[src/rtl/avalon_st_stats_mon.sv]
// Avalon-ST statistics monitor: counts good/bad/malformed frames, bytes,
// active cycles, min/max frame length and a four-bin length histogram.
// Stats are read and the run is controlled through a small CSR block.
module avalon_st_stats_mon #(
    parameter int DATA_W  = 64,
    parameter int EMPTY_W = 3,
    parameter int ERR_W   = 6,
    parameter int CNT_W   = 32
) (
    input  logic               clk,
    input  logic               reset_n,
    input  logic [7:0]         csr_address,
    input  logic               csr_write,
    input  logic               csr_read,
    input  logic [31:0]        csr_writedata,
    output logic [31:0]        csr_readdata,
    output logic               csr_readdatavalid,
    input  logic [DATA_W-1:0]  st_data,
    input  logic               st_valid,
    input  logic               st_sop,
    input  logic               st_eop,
    input  logic [EMPTY_W-1:0] st_empty,
    input  logic [ERR_W-1:0]   st_error,
    output logic               st_ready,
    output logic               mon_active,
    output logic               mon_done,
    output logic               mon_error
);

    localparam logic [31:0] BPB = 32'(DATA_W / 8);

    typedef enum logic [1:0] {IDLE = 2'd0, ARMED = 2'd1, ACTIVE = 2'd2, DONE = 2'd3} state_t;

    state_t             state;
    logic               bp_mode;
    logic               phase;
    logic               in_pkt;
    logic [15:0]        beat_cnt;
    logic [31:0]        target;
    logic [CNT_W-1:0]   good_cnt;
    logic [CNT_W-1:0]   bad_cnt;
    logic [CNT_W-1:0]   framing_cnt;
    logic [CNT_W-1:0]   hist_cnt [4];
    logic [63:0]        bytes_cnt;
    logic [63:0]        cycles_cnt;
    logic [15:0]        min_len;
    logic [15:0]        max_len;
    logic [ERR_W-1:0]   last_err;
    logic [31:0]        bytes_hi_shadow;
    logic [31:0]        cycles_hi_shadow;

    logic               start;
    logic               stop;
    logic               accept;
    logic               beat_go;
    logic               framing_inc;
    logic               frame_done;
    logic               frame_bad;
    logic [16:0]        frame_beats;
    logic [31:0]        frame_bytes_full;
    logic [15:0]        frame_len;
    logic [1:0]         hist_idx;
    logic [63:0]        total_next;
    logic               target_hit;
    logic [64:0]        bytes_sum;
    logic [63:0]        bytes_next;
    logic               unused_bits;

    function automatic logic [CNT_W-1:0] sat_inc(input logic [CNT_W-1:0] v);
        return (&v) ? v : v + CNT_W'(1);
    endfunction

    // The payload itself is never inspected, only the framing sidebands.
    assign unused_bits = ^st_data;

    assign start      = csr_write && (csr_address == 8'h00) && csr_writedata[0];
    assign stop       = csr_write && (csr_address == 8'h00) && csr_writedata[1];
    assign st_ready   = reset_n && !(bp_mode && phase);
    assign accept     = st_valid && st_ready;
    assign mon_active = (state == ACTIVE);
    assign mon_done   = (state == DONE);

    // Classify the current beat and work out the length of a frame that ends on it.
    always_comb begin
        framing_inc = 1'b0;
        frame_done  = 1'b0;
        frame_beats = 17'd0;
        beat_go     = accept && !start &&
                      (((state == ACTIVE) && !stop) || ((state == ARMED) && st_sop));
        if (beat_go) begin
            if (st_sop) begin
                framing_inc = in_pkt;
                frame_done  = st_eop;
                frame_beats = 17'd1;
            end else if (!in_pkt) begin
                framing_inc = 1'b1;
            end else begin
                frame_done  = st_eop;
                frame_beats = 17'(beat_cnt) + 17'd1;
            end
        end
        frame_bytes_full = 32'(frame_beats) * BPB - 32'(st_empty);
        frame_len        = (frame_bytes_full > 32'h0000_FFFF) ? 16'hFFFF : frame_bytes_full[15:0];
        frame_bad        = (st_error != '0);
        if (frame_len <= 16'd64)
            hist_idx = 2'd0;
        else if (frame_len <= 16'd255)
            hist_idx = 2'd1;
        else if (frame_len <= 16'd1518)
            hist_idx = 2'd2;
        else
            hist_idx = 2'd3;
        total_next = 64'(good_cnt) + 64'(bad_cnt) + 64'd1;
        target_hit = frame_done && (target != 32'd0) && (total_next == 64'(target));
        bytes_sum  = {1'b0, bytes_cnt} + 65'(frame_len);
        bytes_next = bytes_sum[64] ? '1 : bytes_sum[63:0];
    end

    // Run control state machine, framing tracker and all statistics counters.
    always_ff @(posedge clk) begin
        if (!reset_n) begin
            state       <= IDLE;
            bp_mode     <= 1'b0;
            phase       <= 1'b0;
            in_pkt      <= 1'b0;
            beat_cnt    <= 16'd0;
            target      <= 32'd0;
            good_cnt    <= '0;
            bad_cnt     <= '0;
            framing_cnt <= '0;
            for (int i = 0; i < 4; i++) hist_cnt[i] <= '0;
            bytes_cnt   <= 64'd0;
            cycles_cnt  <= 64'd0;
            min_len     <= 16'hFFFF;
            max_len     <= 16'd0;
            last_err    <= '0;
            mon_error   <= 1'b0;
        end else begin
            phase <= bp_mode ? !phase : 1'b0;
            if (csr_write && (csr_address == 8'h00))
                bp_mode <= csr_writedata[2];
            if (csr_write && (csr_address == 8'h01))
                target <= csr_writedata;
            if (start) begin
                state       <= ARMED;
                in_pkt      <= 1'b0;
                beat_cnt    <= 16'd0;
                good_cnt    <= '0;
                bad_cnt     <= '0;
                framing_cnt <= '0;
                for (int i = 0; i < 4; i++) hist_cnt[i] <= '0;
                bytes_cnt   <= 64'd0;
                cycles_cnt  <= 64'd0;
                min_len     <= 16'hFFFF;
                max_len     <= 16'd0;
                mon_error   <= 1'b0;
            end else begin
                if (state == ACTIVE && !(&cycles_cnt))
                    cycles_cnt <= cycles_cnt + 64'd1;
                if (state == ACTIVE && stop) begin
                    state     <= DONE;
                    mon_error <= (bad_cnt != '0) || (framing_cnt != '0);
                end
                if (beat_go) begin
                    if (state == ARMED)
                        state <= ACTIVE;
                    if (framing_inc)
                        framing_cnt <= sat_inc(framing_cnt);
                    if (st_sop) begin
                        in_pkt   <= !st_eop;
                        beat_cnt <= 16'd1;
                    end else if (in_pkt) begin
                        if (st_eop)
                            in_pkt <= 1'b0;
                        else if (!(&beat_cnt))
                            beat_cnt <= beat_cnt + 16'd1;
                    end
                    if (frame_done) begin
                        if (frame_bad)
                            bad_cnt <= sat_inc(bad_cnt);
                        else
                            good_cnt <= sat_inc(good_cnt);
                        bytes_cnt          <= bytes_next;
                        hist_cnt[hist_idx] <= sat_inc(hist_cnt[hist_idx]);
                        last_err           <= st_error;
                        if (frame_len < min_len)
                            min_len <= frame_len;
                        if (frame_len > max_len)
                            max_len <= frame_len;
                        if (target_hit) begin
                            state     <= DONE;
                            mon_error <= (bad_cnt != '0) || frame_bad ||
                                         (framing_cnt != '0) || framing_inc;
                        end
                    end
                end
            end
        end
    end

    // Registered CSR read path; reading a 64-bit low word snapshots its high word.
    always_ff @(posedge clk) begin
        if (!reset_n) begin
            csr_readdata      <= 32'd0;
            csr_readdatavalid <= 1'b0;
            bytes_hi_shadow   <= 32'd0;
            cycles_hi_shadow  <= 32'd0;
        end else begin
            csr_readdatavalid <= csr_read;
            if (csr_read) begin
                case (csr_address)
                    8'h00:   csr_readdata <= {29'd0, bp_mode, 2'b00};
                    8'h01:   csr_readdata <= target;
                    8'h02:   csr_readdata <= 32'(good_cnt);
                    8'h03:   csr_readdata <= 32'(bad_cnt);
                    8'h04:   csr_readdata <= 32'(framing_cnt);
                    8'h05:   csr_readdata <= bytes_cnt[31:0];
                    8'h06:   csr_readdata <= bytes_hi_shadow;
                    8'h07:   csr_readdata <= cycles_cnt[31:0];
                    8'h08:   csr_readdata <= cycles_hi_shadow;
                    8'h09:   csr_readdata <= 32'(min_len);
                    8'h0A:   csr_readdata <= 32'(max_len);
                    8'h0B:   csr_readdata <= 32'(hist_cnt[0]);
                    8'h0C:   csr_readdata <= 32'(hist_cnt[1]);
                    8'h0D:   csr_readdata <= 32'(hist_cnt[2]);
                    8'h0E:   csr_readdata <= 32'(hist_cnt[3]);
                    8'h0F:   csr_readdata <= 32'({state, in_pkt, last_err});
                    default: csr_readdata <= 32'd0;
                endcase
                if (csr_address == 8'h05)
                    bytes_hi_shadow <= bytes_cnt[63:32];
                if (csr_address == 8'h07)
                    cycles_hi_shadow <= cycles_cnt[63:32];
            end
        end
    end

endmodule

[config.mk]
export PLATFORM = sky130hd
export DESIGN_NAME = avalon_st_stats_mon
export DESIGN_NICKNAME = d
export VERILOG_FILES = /design/src/rtl/avalon_st_stats_mon.sv
export SDC_FILE = /design/constraint.sdc
export NUM_CORES = 2
export LEC_CHECK = 0
export CAP_MARGIN = 25
export CELL_PAD_IN_SITES_DETAIL_PLACEMENT = 0
export CELL_PAD_IN_SITES_GLOBAL_PLACEMENT = 1
export CORE_ASPECT_RATIO = 1.5
export CORE_UTILIZATION = 47
export CTS_CLUSTER_DIAMETER = 200
export DETAILED_ROUTE_END_ITERATION = 8
export PLACE_DENSITY = 0.78
export SYNTH_ARGS = -nofsm -noshare
export SYNTH_HDL_FRONTEND = slang
export SYNTH_SLANG_ARGS = --single-unit
[constraint.sdc]
create_clock -name clk -period 8.4 [get_ports clk]
set_input_delay 0.84 -clock clk [delete_from_list [all_inputs] [get_ports clk]]
set_output_delay 0.84 -clock clk [all_outputs]
set_load 0.01 [all_outputs]
[Word level (Yosys, flattened, before mapping)]
Memories as Yosys holds them, arrays and structs flattened.
Cells that the tools add are included.
Widths: inputs -> output; s select.
Storage, ports and cells
  flip-flop bits (word level): 413
  memories kept: 1
  word-level logic and storage cells: 169
  memory bits (writable): 128
  input bits: 120
Memory list
  hist_cnt: words 4, width 32, read ports 5, clocked after memory_dff 0, wr ports 4, line 43  | logic [CNT_W-1:0] hist_cnt [4];
Cells by class
  order comparisons: 6
  equal/unequal tests: 21
  $add $sub $neg: 11
  bitwise operators: 10
  reduce and logical (&&, ||, !) cells: 51
  multiplexer cells: 49
Operator list (count)
  $pmux 32 s16: 1
  $mux 32: 6
  $add 32x1->32 const B: 4
  $reduce_and 32->1: 4
  $reduce_bool 32->1: 3
  $mux 16: 5
  $add 64x16->65: 1
  $add 64x1->64 const B: 1
  $eq 8x4->1 const B: 8
  $mux 64: 1
  $reduce_and 64->1: 1
  $mux 17: 3
  $add 33x1->34 const B: 1
  $eq 34x32->1: 1
  $add 32x32->33: 1
  $eq 8x3->1 const B: 4
  $gt 32x16->1 const B: 1
  $reduce_or 32->1: 1
  $mux 1: 25
  $sub 20x3->21: 1
  $add 16x1->17 const B: 1
  $add 16x1->16 const B: 1
  $eq 8x2->1 const B: 2
  $gt 16x16->1: 1
  22 further kinds: 70

[Depth between registers and ports, before layout]
An unclocked memory read counts as a cell.
  word-level depth: 19
  mapped depth: 29
  depth with buffers taken out: 26

[Worst setup path after synthesis]
No wires, ideal clock.
  path kind: in2reg
  start point: in st_empty[0]
  end point: reg bytes_cnt[23]
  arrival: 7.108 ns
  setup time: 0.132 ns
  cell stages on the path: 28
  path slack: 1.160 ns
  buffers on the path: 2
  cell sequence: inv_1 > ha_1 > nor2b_1 > nor3_1 > a22oi_1 > nand3_2 > or2_1 > a31o_1 > a21oi_1 > clkbuf_1 > nand2_1 > ha_1 > fa_1 > a21o_1 > a21oi_1 > o21bai_1 > a2111oi_0 > o31ai_1 > or2_2 > maj3_1 > nor2_1 > a2111oi_0 > a2111o_1 > o21ai_1 > nor2_1 > nand2_1 > clkbuf_1 > o21ai_0
Between the ends
  longest elaborated chain between the ends: 5
RTL lines
  from (decl): line 22  | input logic [EMPTY_W-1:0] st_empty,
  $sub 20x3->21 (*): line 102  | frame_bytes_full = 32'(frame_beats) * BPB - 32'(st_empty);
  $gt 32x16->1: line 103  | frame_len = (frame_bytes_full > 32'h0000_FFFF) ? 16'hFFFF : frame_bytes_full[15:0];
  $mux 16 (*): line 103
  via frame_len[0]: line 61  | logic [15:0] frame_len;
  $add 64x16->65 (*): line 115  | bytes_sum = {1'b0, bytes_cnt} + 65'(frame_len);
  $mux 64 (*): line 116  | bytes_next = bytes_sum[64] ? '1 : bytes_sum[63:0];
  to (signal assigned): line 183  | bytes_cnt <= bytes_next;
  to (decl): line 44  | logic [63:0] bytes_cnt;
Mark *: on every way through the listed nets, which the timed path passes. The rest lies on a longest branch.
A chain may end at the register's enable or synchronous reset.

[Final worst setup path]
  start point: reg beat_cnt[0]
  end point: reg bytes_cnt[56]
Between the ends
  longest elaborated chain between the ends: 9
RTL lines
  from (decl): line 38  | logic [15:0] beat_cnt;
  from (signal assigned): line 176  | beat_cnt <= beat_cnt + 16'd1;
  $add 16x1->17: line 99  | frame_beats = 17'(beat_cnt) + 17'd1;
  $mux 17: line 95  | end else if (!in_pkt) begin
  $mux 17: line 91  | if (st_sop) begin
  $mux 17: line 90  | if (beat_go) begin
  $sub 20x3->21: line 102
  $gt 32x16->1: line 103
  $mux 16: line 103
  via frame_len[0]: line 61
  $add 64x16->65: line 115
  $mux 64: line 116
The timed path passes the listed nets, and every way through them passes these cells.

==> results.sh <==
export IMPL_synth_ff_type="dfxtp_1"
export IMPL_antenna_found_initial=2
export IMPL_cp_startpoint="beat_cnt[0]"
export IMPL_cp_data_arrival_time_ps=8440
export IMPL_fmax_ghz=0.127
export IMPL_p_per_area_mw_per_mm2=160
export IMPL_fp_dieW_um=213
export IMPL_cts_hold_buf=0
export IMPL_syn_instance_count=3673
export IMPL_drt_vias_per_instance=6.54
export IMPL_reg2reg_depth=26
export IMPL_n_fill_cell=6262
export IMPL_vias=30300
export IMPL_ir_worst_vdd_uv=181
export IMPL_ys_ff_latch=541
export IMPL_clk_root_buffer_cell="clkbuf_16"
export IMPL_clk_latency_ps=670
export IMPL_drive_gt1_share_pct=8.52
export IMPL_fin_crit_ps=7870
export IMPL_final_cell_mix="nand2_1, dfxtp_1, nor2_1, o21ai_0, xor2_1"
export IMPL_nNetsFinal=3913
export IMPL_cts_tree="built"
export IMPL_layout_commonest_cell="nand2_1"
export IMPL_rsz0062_at_grt="false"
export IMPL_rows=115
export IMPL_whs_endpoint="bytes_hi_shadow[21]"
export IMPL_grt_pass1_wl_um=191000
export IMPL_setup_tns_ps=0
export IMPL_p_leak_uw=0.0124
export IMPL_cp_data_required_time_ps=8970
export IMPL_die_area_mm2=0.0679
export IMPL_finalHoldViolCount=0
export IMPL_final_core_util_pct=53.8
export IMPL_numPortBuffers=92
export IMPL_io_pins=157
export IMPL_syn_area_per_cell_um2=8.55
export IMPL_path_class="flip-flop to flip-flop"
export IMPL_drt_wl_total_um=132000
export IMPL_syn_area_mm2=0.0314
export IMPL_syn_num_nets=3877
export IMPL_start_util_pct=47.7
export IMPL_r2r_start="beat_cnt[0]"
export IMPL_grt_pass1_vias=28500
export IMPL_tightestPinTransition_ps=1170
export IMPL_fin_crit_sh_pct=93.7
export IMPL_hold_depth=2
export IMPL_clock_path_buffers=3
export IMPL_drt_iter0_drc=3411
export IMPL_synth_edf_count=128
export IMPL_core_mm2=0.0659
export IMPL_wl_per_cell_um=28.5
export IMPL_drtAntennaViolNets=0
export IMPL_cts_buffers=56
export IMPL_grt_overflow=0
export IMPL_setup_viol=0
export IMPL_yosysUniqueCellTypes=119
export IMPL_critPathCaptureType="flip-flop"
export IMPL_synth_warnings=0
export IMPL_grt_max_degree=150
export IMPL_reg2reg_slack_ps=530
export IMPL_gp_congestion=1.00
export IMPL_crit_fanout=13
export IMPL_cts_sinks=541
export IMPL_drv_cap=0
export IMPL_grt_use_total_pct=38.5
export IMPL_ys_seq_area_share_pct=38.6
export IMPL_drt_pass1_iter_count=9
export IMPL_skew_ps=32.1
export IMPL_reg2reg_to="bytes_cnt[56]"
export IMPL_slew_viol_final=0
export IMPL_hold_ws_ps=470
export IMPL_synthToLayoutAreaGrowth_pct=12.9
export IMPL_clk_pin_slew_ps=70
export IMPL_outcome="finished clean"
export IMPL_slew_limit_headroom_pct=22.1
export IMPL_async_flop_share_pct=0
export IMPL_cts_max_level=2
export IMPL_hpwl_um=98500
export IMPL_hp_start="bytes_hi_shadow[21]"
export IMPL_drc=0
export IMPL_die_y_um=319
export IMPL_critPathLaunchType="flip-flop"
export IMPL_worstHoldPathType="flip-flop to flip-flop"
==> cell usage after synthesis (27+ instances only) <==
cell / instances / area [um^2]
a211oi_1: 27 / 203
a21boi_0: 110 / 826
a21oi_1: 146 / 731
a221oi_1: 44 / 385
a222oi_1: 27 / 270
a22oi_1: 102 / 766
a31oi_1: 36 / 225
and3_1: 65 / 407
clkbuf_1: 166 / 623
dfxtp_1: 413 / 8270
edfxtp_1: 128 / 3840
ha_1: 82 / 1030
inv_1: 73 / 274
mux2i_1: 51 / 510
nand2_1: 461 / 1730
nand3_1: 121 / 606
nand4_1: 101 / 632
nor2_1: 373 / 1400
nor2b_1: 27 / 169
nor3_1: 119 / 596
nor4_1: 48 / 300
o21ai_0: 152 / 761
or3_1: 41 / 257
xnor2_1: 92 / 806
xor2_1: 152 / 1330
==> sequential cells by signal, indices dropped and copies added, names as in the netlist, 2 cells and up <==
| name | cells |
|---|---|
| min_len | 16 |
| csr_readdata | 32 |
| framing_cnt | 32 |
| target | 32 |
| good_cnt | 32 |
| hist_cnt | 128 |
| max_len | 16 |
| cycles_cnt | 64 |
| bytes_hi_shadow | 32 |
| beat_cnt | 16 |
| last_err | 6 |
| bytes_cnt | 64 |
| bad_cnt | 32 |
| state | 2 |
| cycles_hi_shadow | 32 |
==> area by class of cell <==
cell class | count | area (um^2) | share of cell area, %
clock buffers | 84 | 1740 | 4.91
multi-input cells | 2844 | 18200 | 51.3
diodes | 1 | 2.50 | 0.00706
inverters | 74 | 278 | 0.783
flip-flops and latches | 541 | 12100 | 34.2
clock inverters | 21 | 241 | 0.681
well taps | 877 | 1100 | 3.09
repair buffers | 192 | 1800 | 5.08
==> worst max-delay path by stage <==
stage / end / cells past startpoint
after floorplan: bytes_cnt[23] / 28
after global placement: bytes_cnt[56] / 27
after detailed placement: bytes_cnt[56] / 27
after CTS: bytes_cnt[56] / 26
after global routing: bytes_cnt[62] / 26
final: bytes_cnt[56] / 26
==> stage by stage <==
| step | power, uW | std cells | cell area [um^2] | worst slack, ps |
|---|---|---|---|---|
| 3_5_place_dp | 3010 | 4523 | 33400 | 145 |
| 2_1_floorplan | 2880 | 3673 | 31400 | 1160 |
| 3_3_place_gp | 3000 | 4519 | 33300 | 187 |
| 6_report | 5680 | 4634 | 35500 | 528 |
| 5_1_grt | 5800 | 4633 | 35500 | 82.2 |
| 4_1_cts | 5690 | 4628 | 35400 | 594 |
==> power by group <==
group          internal, uW  switching (uW)
Clock                  1560            1160
Sequential             2690            25.8
Combinational          91.0             155
Total                  4340            1340
==> repair_timing <==
action                                  CTS  global route
endpoints found under the setup margin    0             2
setup buffers                             0             0
gates resized for setup                   0             1
==> per-layer routing <==
layer  track usage [%]  vias up  share of wire (%)
met4              27.1        4                8.1
met1              46.2    14600                 38
met5                 0        -              0.017
met2              61.2     1561                 46
li1                  -    13700                  -
met3              7.45      388                8.8
==> kinds of logic after synthesis <==
kind of cell / after synthesis / synth area share, %
muxes: 61 / 2.06
adders and majority gates: 85 / 3.43
and+or+nand+nor: 1513 / 23.6
DFF: 541 / 38.6
xor gates and xnor gates: 244 / 6.80
AOI/OAI and AO/OA: 941 / 21.8
buffers and inverters: 288 / 3.78
==> worst max-delay path: stages, from the launching register on <==
cell,delay [ps]
dfxtp_1,640
ha_1,400
buf_4,230
a21boi_0,110
nor4_2,410
a211o_1,300
and2_2,240
a41oi_1,180
o211a_1,310
a21oi_1,270
nand2_1,150
ha_1,230
fa_1,400
a21o_1,190
a21oi_1,220
o21bai_1,130
a2111oi_1,650
o31ai_1,210
or2_2,310
maj3_1,350
nor2_1,130
a2111oi_0,110
a2111o_1,440
o211a_1,350
and2_0,380
and4_1,290
nor3_1,150
Power figures use the tool's default switching activity.
